==> src/rtl/reg_wr_arb_pkg.sv <==
// Shared types and helpers for the register-write arbiter.
package reg_wr_arb_pkg;

  localparam int unsigned ADDR_WIDTH = 5;
  localparam int unsigned DATA_WIDTH = 32;

  localparam logic [0:0] SLOT_EMPTY = 1'b0;
  localparam logic [0:0] SLOT_FULL  = 1'b1;

  typedef struct packed {
    logic [ADDR_WIDTH-1:0] addr;
    logic [DATA_WIDTH-1:0] data;
  } wr_req_t;

  // Round-robin successor of requester k, wrapping explicitly at req_num.
  function automatic int unsigned rr_next(input int unsigned k, input int unsigned req_num);
    return (k + 1 >= req_num) ? 0 : k + 1;
  endfunction

endpackage

==> src/rtl/reg_wr_arb_rr_pick.sv <==
// Combinational rotate-priority picker: first valid requester at or above ptr, wrapping to 0.
module rr_pick #(
  parameter int unsigned REQ_NUM  = 4,
  parameter int unsigned ID_WIDTH = $clog2(REQ_NUM)
) (
  input  logic [REQ_NUM-1:0]  valid,
  input  logic [ID_WIDTH-1:0] ptr,
  output logic [REQ_NUM-1:0]  grant,
  output logic [ID_WIDTH-1:0] idx,
  output logic                any
);

  always_comb begin
    grant = '0;
    idx   = '0;
    any   = 1'b0;
    // Upper segment [ptr, REQ_NUM) has priority over the wrapped segment [0, ptr).
    for (int i = 0; i < int'(REQ_NUM); i++) begin
      if (!any && valid[i] && (i >= int'(ptr))) begin
        any = 1'b1;
        idx = ID_WIDTH'(i);
      end
    end
    for (int i = 0; i < int'(REQ_NUM); i++) begin
      if (!any && valid[i]) begin
        any = 1'b1;
        idx = ID_WIDTH'(i);
      end
    end
    if (any) grant[idx] = 1'b1;
  end

endmodule

==> src/rtl/reg_wr_arb.sv <==
// Round-robin arbiter sharing one register-bank write port through a registered output slot.
// Optional REG_WR_ARB_ZERO_DROP_EN: grants to address 0 handshake but never load the slot.
module reg_wr_arb #(
  parameter int unsigned REQ_NUM    = 4,
  parameter int unsigned ADDR_WIDTH = 5,
  parameter int unsigned DATA_WIDTH = 32,
  parameter int unsigned ID_WIDTH   = $clog2(REQ_NUM)
) (
  input  logic                          i_clk,
  input  logic                          i_rst_n,
  input  logic [REQ_NUM-1:0]            i_req_valid,
  output logic [REQ_NUM-1:0]            o_req_ready,
  input  logic [REQ_NUM*ADDR_WIDTH-1:0] i_req_addr,
  input  logic [REQ_NUM*DATA_WIDTH-1:0] i_req_data,
  output logic                          o_wr_en,
  output logic [ADDR_WIDTH-1:0]         o_wr_addr,
  output logic [DATA_WIDTH-1:0]         o_wr_data,
  output logic [ID_WIDTH-1:0]           o_wr_id,
  input  logic                          i_wr_ready
);

  import reg_wr_arb_pkg::*;

  logic [REQ_NUM-1:0]    grant;
  logic [ID_WIDTH-1:0]   pick_idx;
  logic                  pick_any;
  logic [ADDR_WIDTH-1:0] pick_addr;
  logic [DATA_WIDTH-1:0] pick_data;

  logic [0:0]            state_q, state_d;
  logic [ID_WIDTH-1:0]   ptr_q, ptr_d;
  logic [ADDR_WIDTH-1:0] addr_q;
  logic [DATA_WIDTH-1:0] data_q;
  logic [ID_WIDTH-1:0]   id_q;

  logic can_load;
  logic handshake;
  logic load;

  rr_pick #(
    .REQ_NUM  (REQ_NUM),
    .ID_WIDTH (ID_WIDTH)
  ) u_rr_pick (
    .valid (i_req_valid),
    .ptr   (ptr_q),
    .grant (grant),
    .idx   (pick_idx),
    .any   (pick_any)
  );

  always_comb begin
    pick_addr = '0;
    pick_data = '0;
    for (int k = 0; k < int'(REQ_NUM); k++) begin
      if (grant[k]) begin
        pick_addr = i_req_addr[k*ADDR_WIDTH +: ADDR_WIDTH];
        pick_data = i_req_data[k*DATA_WIDTH +: DATA_WIDTH];
      end
    end
  end

  always_comb begin
    can_load = (state_q == SLOT_EMPTY) || i_wr_ready;
    // Gated by reset so nothing is accepted while the slot is held cleared.
    o_req_ready = (i_rst_n && can_load && pick_any) ? grant : '0;
    handshake = |o_req_ready;
`ifdef REG_WR_ARB_ZERO_DROP_EN
    load = handshake && (pick_addr != '0);
`else
    load = handshake;
`endif
  end

  always_comb begin
    state_d = state_q;
    if (load) begin
      state_d = SLOT_FULL;
    end else if (i_wr_ready) begin
      state_d = SLOT_EMPTY;
    end
    ptr_d = handshake ? ID_WIDTH'(rr_next(32'(pick_idx), REQ_NUM)) : ptr_q;
  end

  always_ff @(posedge i_clk or negedge i_rst_n) begin
    if (!i_rst_n) begin
      state_q <= SLOT_EMPTY;
      ptr_q   <= '0;
      addr_q  <= '0;
      data_q  <= '0;
      id_q    <= '0;
    end else begin
      state_q <= state_d;
      ptr_q   <= ptr_d;
      if (load) begin
        addr_q <= pick_addr;
        data_q <= pick_data;
        id_q   <= pick_idx;
      end
    end
  end

  assign o_wr_en   = (state_q == SLOT_FULL);
  assign o_wr_addr = addr_q;
  assign o_wr_data = data_q;
  assign o_wr_id   = id_q;

endmodule

==> config.mk <==
export PLATFORM = sky130hd
export DESIGN_NAME = reg_wr_arb
export DESIGN_NICKNAME = d
export VERILOG_FILES = /design/src/rtl/reg_wr_arb_pkg.sv /design/src/rtl/reg_wr_arb_rr_pick.sv /design/src/rtl/reg_wr_arb.sv
export SDC_FILE = /design/constraint.sdc
export NUM_CORES = 1
export LEC_CHECK = 0
export CAP_MARGIN = 5
export CORE_MARGIN = 10
export CORE_UTILIZATION = 35
export CTS_CLUSTER_SIZE = 30
export DETAILED_ROUTE_END_ITERATION = 10
export HOLD_SLACK_MARGIN = 0.03
export MAX_ROUTING_LAYER = met4
export PLACE_DENSITY = 0.93
export SYNTH_ARGS = -nofsm -noshare
export SYNTH_HDL_FRONTEND = slang
export SYNTH_SLANG_ARGS = --single-unit
==> constraint.sdc <==
create_clock -name i_clk -period 3.35 [get_ports i_clk]
set_input_delay 0.5025 -clock i_clk [delete_from_list [all_inputs] [get_ports i_clk]]
set_output_delay 0.5025 -clock i_clk [all_outputs]
set_load 0.01 [all_outputs]
Word-level counts from Yosys, hierarchy flattened
Index checks and enable logic that the tools add are counted.

operators by class
  equal/unequal tests = 0
  magnitude comparators = 6
  muxes and demuxes = 30
  reduce and logical (&&, ||, !) cells = 23
  shift operators = 0
  divide/modulo/power cells = 0
  add/sub/neg operators = 1
  bitwise gates (word level) = 1
  multiply operators = 0

operator list
  kind                                                                                  count
  32-bit two-way mux                                                                    4
  5-bit two-way mux                                                                     4
  2-bit two-way mux                                                                     7
  1-bit logical AND                                                                     13
  1-bit two-way mux                                                                     12
  4-bit two-way mux                                                                     2
  1-bit logical NOT                                                                     7
  1-bit by 2-bit greater-or-equal comparator with 1-bit output (first input constant)   2
  4-bit OR reduction                                                                    1
  2-bit by 1-bit adder with 3-bit output (second input constant)                        1
  3-bit greater-or-equal comparator (second input constant)                             1
  2-bit by 3-bit < comparator with 1-bit output (second input constant)                 1
  1-bit demux with 2-bit select                                                         1
  2-bit by 1-bit greater-or-equal comparator with 1-bit output (second input constant)  1
  2-bit greater-or-equal comparator (first input constant)                              1
  2-bit nonzero test                                                                    1
  1-bit logical OR                                                                      1
  1-bit NOT                                                                             1

word-level totals
  memory bits (read-only) = 0
  logic and storage cells = 66
  memory bits (writable) = 0
  input port bits = 155
  output and inout bits = 44
  memories kept = 0
  register bits = 42
  bits in latches = 0

Depth between registers and ports, before layout
Gate-level depths: netlist of the first run.

  word-level depth = 35
  mapped depth = 15
  mapped depth without buffers = 12

Hierarchy
From an unflattened synthesis of the first run, not the netlist that was laid out.

second synthesis, totals
  cells, all modules = 396
  area, all modules = 3163.0 µm²

modules (own cells, without submodules)
  module      instances  area an instance (µm²)  cells each
  reg_wr_arb  1          2961.6                  364
  rr_pick     1          201.4                   32

Least setup slack after synthesis of the first run
No wires, ideal clock.

  path kind = input port to flip-flop
  from = in i_req_valid[0]
  to = reg data_q[12], in the netlist o_wr_data[12]
  setup slack = 858 ps
  arrival = 2371 ps
  stages on the path = 10
  data required time = 3229 ps
  setup time = 121 ps
  cells stage by stage = nor2b_1 a221oi_1 inv_1 ha_1 or2_2 o311ai_1 nand2_1 buf_2 buf_2 o22a_1

on the way
  word-level cells in the longest chain between the ends = 34
  elaborated cells between the ends (all ways) = 45
  classes of those cells = order compare (2); mux (23); reduce/logical (20)

RTL lines
  element                                                                                                                                                     RTL line                  text
  start: declaration                                                                                                                                          reg_wr_arb.sv:11          input logic [REQ_NUM-1:0] i_req_valid,
  1-bit logical AND                                                                                                                                           reg_wr_arb_rr_pick.sv:19  if (!any && valid[i] && (i >= int'(ptr))) begin
  1-bit two-way mux                                                                                                                                           reg_wr_arb_rr_pick.sv:19
  1-bit logical NOT                                                                                                                                           reg_wr_arb_rr_pick.sv:19
  1-bit logical AND (2 in a row)                                                                                                                              reg_wr_arb_rr_pick.sv:19
  1-bit two-way mux                                                                                                                                           reg_wr_arb_rr_pick.sv:19
  1-bit logical NOT                                                                                                                                           reg_wr_arb_rr_pick.sv:19
  1-bit logical AND (2 in a row)                                                                                                                              reg_wr_arb_rr_pick.sv:19
  1-bit two-way mux                                                                                                                                           reg_wr_arb_rr_pick.sv:19
  (+13 left out)                                                                                                                                              n/a
  1-bit logical AND                                                                                                                                           reg_wr_arb_rr_pick.sv:25  if (!any && valid[i]) begin
  2-bit two-way mux                                                                                                                                           reg_wr_arb_rr_pick.sv:25
  2-bit by 3-bit < comparator with 1-bit output (implied by the code) / 2-bit by 1-bit greater-or-equal comparator with 1-bit output (equally long branches)  reg_wr_arb_rr_pick.sv:30  if (any) grant[idx] = 1'b1;
  1-bit logical AND (implied by the code)                                                                                                                     reg_wr_arb_rr_pick.sv:30
  1-bit two-way mux (implied by the code)                                                                                                                     reg_wr_arb_rr_pick.sv:30
  1-bit demux with 2-bit select                                                                                                                               n/a
  4-bit two-way mux                                                                                                                                           reg_wr_arb_rr_pick.sv:30
  32-bit two-way mux (4 in a row)                                                                                                                             reg_wr_arb.sv:55          if (grant[k]) begin
  end signal: assignment                                                                                                                                      reg_wr_arb.sv:96          data_q <= pick_data;
  end: declaration                                                                                                                                            reg_wr_arb.sv:33          logic [DATA_WIDTH-1:0] data_q;

Several ways; a longest one is shown, not always the timed one.
A chain may end at the register's enable or synchronous reset.

Final worst setup path of the first run
  from = in i_req_valid[2]
  to = out o_req_ready[0]

on the way
  word-level cells in the longest chain between the ends = 24
  elaborated cells between the ends (all ways) = 32
  classes of those cells = order compare (2); mux (16); reduce/logical (14)

RTL lines
  element                                                                                                                                                     RTL line                  text
  1-bit logical AND (2 in a row)                                                                                                                              reg_wr_arb_rr_pick.sv:19
  1-bit two-way mux                                                                                                                                           reg_wr_arb_rr_pick.sv:19
  1-bit logical NOT                                                                                                                                           reg_wr_arb_rr_pick.sv:19
  1-bit logical AND                                                                                                                                           reg_wr_arb_rr_pick.sv:19
  1-bit two-way mux                                                                                                                                           reg_wr_arb_rr_pick.sv:19
  1-bit logical NOT                                                                                                                                           reg_wr_arb_rr_pick.sv:25
  1-bit logical AND                                                                                                                                           reg_wr_arb_rr_pick.sv:25
  1-bit two-way mux                                                                                                                                           reg_wr_arb_rr_pick.sv:25
  (+8 left out)                                                                                                                                               n/a
  2-bit two-way mux (*)                                                                                                                                       reg_wr_arb_rr_pick.sv:25
  via pick_idx[0]                                                                                                                                             reg_wr_arb.sv:25          logic [ID_WIDTH-1:0] pick_idx;
  2-bit by 3-bit < comparator with 1-bit output (implied by the code) / 2-bit by 1-bit greater-or-equal comparator with 1-bit output (equally long branches)  reg_wr_arb_rr_pick.sv:30
  1-bit logical AND (implied by the code)                                                                                                                     reg_wr_arb_rr_pick.sv:30
  1-bit two-way mux (implied by the code)                                                                                                                     reg_wr_arb_rr_pick.sv:30
  1-bit demux with 2-bit select (*)                                                                                                                           n/a
  4-bit two-way mux (*)                                                                                                                                       reg_wr_arb_rr_pick.sv:30
  4-bit two-way mux (*)                                                                                                                                       reg_wr_arb.sv:65          o_req_ready = (i_rst_n && can_load && pick_any) ? grant : '0;
  end: declaration                                                                                                                                            reg_wr_arb.sv:12          output logic [REQ_NUM-1:0] o_req_ready,

The timed path passes the listed nets; every way through them passes the cells marked *.

==> flow_summary.ini, run 1 <==
[outcome]
outcome = complete, no violations

[logic_synthesis]
synth_compound_area_frac = 0.354
synth_cell_types = 28
synth_nets = 527
ys_seq_elements = 42
synth_top_area_frac = 0.374
synthAdderAreaFrac = 0.00892
ys_top_cells_by_area = dfrtp_1 37%, a21oi_1 12%, nand2_1 10%
synth_top_family_by_area = compound AO/OA/AOI/OAI gates
synth_xor_xnor_area_share = 0
ys_top_cells_by_count = 77 x nand2_1, 67 x a21oi_1, 42 x dfrtp_1
synth_most_common_cell = nand2_1
yosys-mux-area-fraction = 0
syn_inst = 370
yosys_warnings = 0
synthesis.area_um2 = 2810
async_flop_share = 1.00
avgSynthCellArea_um2 = 7.58
synth-simple-area-share = 0.193
ys.flop_type = dfrtp_1
synth_top_cell_by_area = dfrtp_1
yosysSeqAreaShare = 0.374
synth_edf_count = 0

[final_layout]
final_nets = 713
drive_gt1_frac = 0.0505
areaGrowthSynthToFinish_pct = 76.7
antenna_cells = 0
final_area_um2 = 4960

[sta]
hold_slack_ps = 162
hold_viol = 0
worst_pin_slew_ps = 460
final_max_slew_viol_count = 0
relSlewSlack = 0.694
skew_ps = 5.27
setup_viol = 0
period_minus_slack_ps = 3120
rsz0062_at_grt = no
timing.fmax_mhz = 320
finalCritPeriodShare = 0.932
finalSetupTns_ps = 0

[placed_design]
dp_hpwl_um = 10200
portBuffers = 198
placed_area_um2 = 4880
place_congestion = 0.963

[drt]
ant_nets = 0
wire_per_inst_um = 19.4
vias = 3581
via_per_inst = 5.45
routed_wl_um = 12700
drc = 0
drt-pass1-iter-count = 5
drt_iter0_markers = 148

[critical_path]
criticalPathCategory = input port to output port
cp.required_ps = 2850
path_cells = clkdlybuf4s50_1 > or2b_1 > a21oi_1 > nor2_1 > inv_1 > ha_1 > nand2_1 > nor2_1 > clkdlybuf4s50_1
slowest_stage = clkdlybuf4s50_1
critPathMaxFanout = 8
path_buf_inv = 3
critPathLaunchType = input port
arrival_ps = 2620
cp-end-kind = output port
crit_family = buffers and inverters
critPathMaxStageDelay_ps = 650

[die]
dieWidth_um = 110
die_area_um2 = 12000
core_um2 = 7770
initial_core_util = 0.361
row_count = 32
io_pins = 199
die_h_um = 110

[power]
power_density_nw_per_um2 = 704
vdd_drop_max_mv = 0.283
power.leakage_nw = 1.94

[clocking]
numClockSinks = 42
cts_buffers = 5
htree_levels = 2
post-cts-setup-buffers = 0
clock-root-buffer = clkbuf_8
cts_max_path_buffers = 2
clkTransAtPathRegs_ps = 80
cts_resized = 0
tritoncts = built
ctsHoldBuffers = 0
insertion_delay_ps = 280

[global_routing]
first_global_vias = 3792
antenna_found_initial = 0
gr-usage-met2 = 0.357
top_usage_layer = met2
grt_overflow = 0
grt_use_total = 0.207
grt_max_degree = 38
met3_usage = 0.0614
grt_pass1_wl_um = 19000
use_met1 = 0.226

[worst_hold_path]
hold_class = input port to async pin

[job]
maxCapViolations = 0
placed cells by master, fill, tap and decap left out, drive strengths merged, types with 2 or more instances in the layout:
cell type,n
clkdlybuf4s50,197
nand2,77
a21oi,67
o21ai,52
dfrtp,42
nand3,28
o22a,26
buf,16
a221o,11
clkbuf,6
nor2,5
and2,5
inv,4
o21a,3
nor2b,2
nand2b,2
or2,2
a21boi,2
ha,2
final cells by class:
class | instances | area [µm²]
repair buffers | 213 | 2110
clock buffers | 6 | 82.6
multi-input cells | 290 | 1570
fillers | 674 | 2810
flip-flops and latches | 42 | 1050
inverters | 4 | 15.0
well taps | 102 | 128
cells by family (layout without fill, tap and decap cells):
group,count (synthesis),count (layout)
adder cells (fa/ha/maj),2,2
flip-flops,42,42
AND/OR/NAND/NOR,124,124
buffers and inverters,38,223
AO/OA/AOI/OAI,164,164
worst register-to-register path: cells and delay by family (launching register included):
family                   cells  cell delay [ps]
AO/OA/AOI/OAI                4              960
AND/OR/NAND/NOR              3              520
buffers and inverters        3              470
flip-flops                   1              450
adder cells (fa/ha/maj)      1              210
through the flow:
stage	cells	setup WS, ps	power, mW	util
after global routing	657	89.0	3.76	0.639
after CTS	657	228	3.52	0.639
final	657	228	3.49	0.639
after global placement	651	230	3.10	0.628
after detailed placement	651	80.4	3.19	0.628
after floorplan	370	858	2.13	-
state kept, by name, summed over array words and instances (netlist names):
register / flops
o_wr_id: 2
ptr_q: 2
o_wr_data: 32
o_wr_addr: 5
o_wr_en: 1
path summary, 6_finish.rpt:
kind	start	endpoint	slack [ps]	cells past startpoint
max	i_req_valid[2]	o_req_ready[0]	230	9
max reg2reg	ptr_q[0]$_DFFE_PN0P_	ptr_q[0]$_DFFE_PN0P_	680	11
max in group asynchronous	i_rst_n	o_wr_data[26]$_DFFE_PN0P_	2480	2
min reg2reg	o_wr_id[1]$_DFFE_PN0P_	o_wr_id[1]$_DFFE_PN0P_	490	2
min in group i_clk	o_wr_id[1]$_DFFE_PN0P_	o_wr_id[1]$_DFFE_PN0P_	490	2
min	i_rst_n	o_wr_data[4]$_DFFE_PN0P_	160	1
power breakdown:
| part | switching (mW) | internal (mW) |
|---|---|---|
| Combinational | 1.11 | 1.14 |
| Clock | 0.162 | 0.159 |
| Sequential | 0.154 | 0.763 |
layer usage:
metal / vias up / wire (µm)
li1: 1701 / -
met1: 1676 / 5150
met2: 188 / 6280
met3: 16 / 1130
met4: 0 / 178
met5: - / 0
No activity file was read; power rests on OpenSTA's default activity.
==> run 2: changes to the inputs <==
PLACE_DENSITY = 0.81   (was 0.93)
==> run 2 against run 1 <==
Clock power up 55%. Flip-flop and latch count unchanged. Clock skew up 1.6 ps. Register-to-register slack worse by 20 ps. Largest cell class unchanged. Clock-buffer cell count unchanged. Cell count up 0.15%.
==> flow_summary.ini, run 2 (same netlist as run 1, synthesis figures left out) <==
[outcome]
outcome = complete, no violations

[clocking]
htree_levels = 2
clock-root-buffer = clkbuf_8
cts_buffers = 5
ctsHoldBuffers = 0
cts_resized = 0
post-cts-setup-buffers = 0
numClockSinks = 42
clkTransAtPathRegs_ps = 80
tritoncts = built
cts_max_path_buffers = 2
insertion_delay_ps = 290

[sta]
period_minus_slack_ps = 3100
hold_viol = 0
finalSetupTns_ps = 0
finalCritPeriodShare = 0.926
final_max_slew_viol_count = 0
setup_viol = 0
worst_pin_slew_ps = 573
setup_slack_ps = 248
relSlewSlack = 0.618
timing.fmax_mhz = 322
rsz0062_at_grt = no
skew_ps = 6.88

[critical_path]
critPathMaxFanout = 8
rr_worst_depth = 11
path_buf_inv = 3
cp-end-kind = output port
rrSetupSlack_ps = 660
criticalPathCategory = input port to output port
cp.required_ps = 2850
arrival_ps = 2600
crit_family = buffers and inverters
path_depth = 9
slowest_stage = clkdlybuf4s50_1
critPathLaunchType = input port
critPathMaxStageDelay_ps = 630
path_cells = clkdlybuf4s50_1 > or2b_1 > a21oi_1 > nor2_1 > inv_1 > ha_1 > nand2_1 > nor2_1 > clkdlybuf4s50_1

[die]
dieWidth_um = 110
die_h_um = 110
io_pins = 199
die_area_um2 = 12000
core_um2 = 7770
initial_core_util = 0.361
row_count = 32

[final_layout]
areaGrowthSynthToFinish_pct = 78.4
final_area_um2 = 5010
drive_gt1_frac = 0.0505
post-route-util = 0.645
final_cell_mix = 197 x clkdlybuf4s50_1, 76 x nand2_1, 67 x a21oi_1, 42 x dfrtp_1, 39 x o21ai_0
largest_reg_flops = 32
final_common_cell = clkdlybuf4s50_1
final_nets = 711

[drt]
wire_per_inst_um = 18.9
drc = 0
drt-pass1-iter-count = 4
drt_iter0_markers = 138
via_per_inst = 5.36
ant_nets = 0
routed_wl_um = 12400
vias = 3525

[power]
pwr-share-comb = 0.613
power.total_mw = 3.64
p_clk_frac = 0.136
seq_power_share = 0.251
p_sw_mw = 1.42
vdd_drop_max_mv = 0.298
p_int_mw = 2.21
power.leakage_nw = 1.96
swShare = 0.391
power_density_nw_per_um2 = 726

[global_routing]
antenna_found_initial = 0
grt_pass1_wl_um = 18500
grt_overflow = 0
grt_use_total = 0.203
first_global_vias = 3567
grt_max_degree = 43

[worst_hold_path]
hold_class = input port to async pin

[placed_design]
pre_cts_ws_ps = 114
dp_hpwl_um = 9810
portBuffers = 198
placed_area_um2 = 4860
place_congestion = 0.911

[job]
maxCapViolations = 0
-- run 2: changes by cell type in the layout (fill, tap and decap cells not counted) --
cell / delta
bufinv_16: +2
buf_4: -2
diode_2: +1
-- run 2: power by group through the flow --
stage                     Clock (mW)  Combinational [mW]  Sequential (mW)
final                          0.496                2.23            0.912
after floorplan                    0                1.12             1.01
after CTS                      0.509                2.26            0.913
after global placement             0                2.20            0.906
after detailed placement           0                2.26            0.921
after global routing           0.532                2.45            0.939
-- run 2: area by class of cell --
cell class / instances / area [µm²]
antenna: 1 / 2.50
clock buffer: 6 / 82.6
clock inverter: 2 / 60.1
fill: 659 / 2760
inverter: 4 / 15.0
multi-input combinational: 290 / 1570
sequential: 42 / 1050
tap: 102 / 128
timing repair buffer: 211 / 2100
-- run 2: stage by stage --
step	cells	hold WS (ps)
after floorplan	370	207
final	658	320
after global routing	657	347
after CTS	657	323
after global placement	649	468
after detailed placement	649	473
-- run 2: metal layers --
layer / GRT usage / wire length [µm] / vias up
met3: 0.0854 / 1550 / 10
met4: 0.0409 / 155 / 0
met1: 0.220 / 4720 / 1638
met2: 0.343 / 6000 / 182
li1: - / - / 1695
met5: - / 0 / -
-- run 2: path summary, 6_finish.rpt --
path                                        startpoint                         to
worst max-delay path                    i_req_valid[2]             o_req_ready[0]
worst min-delay path                           i_rst_n  o_wr_data[26]$_DFFE_PN0P_
worst max register to register    ptr_q[0]$_DFFE_PN0P_       ptr_q[0]$_DFFE_PN0P_
worst min register to register  o_wr_id[0]$_DFFE_PN0P_     o_wr_id[0]$_DFFE_PN0P_
max in group asynchronous                      i_rst_n  o_wr_data[31]$_DFFE_PN0P_
min in group i_clk              o_wr_id[0]$_DFFE_PN0P_     o_wr_id[0]$_DFFE_PN0P_
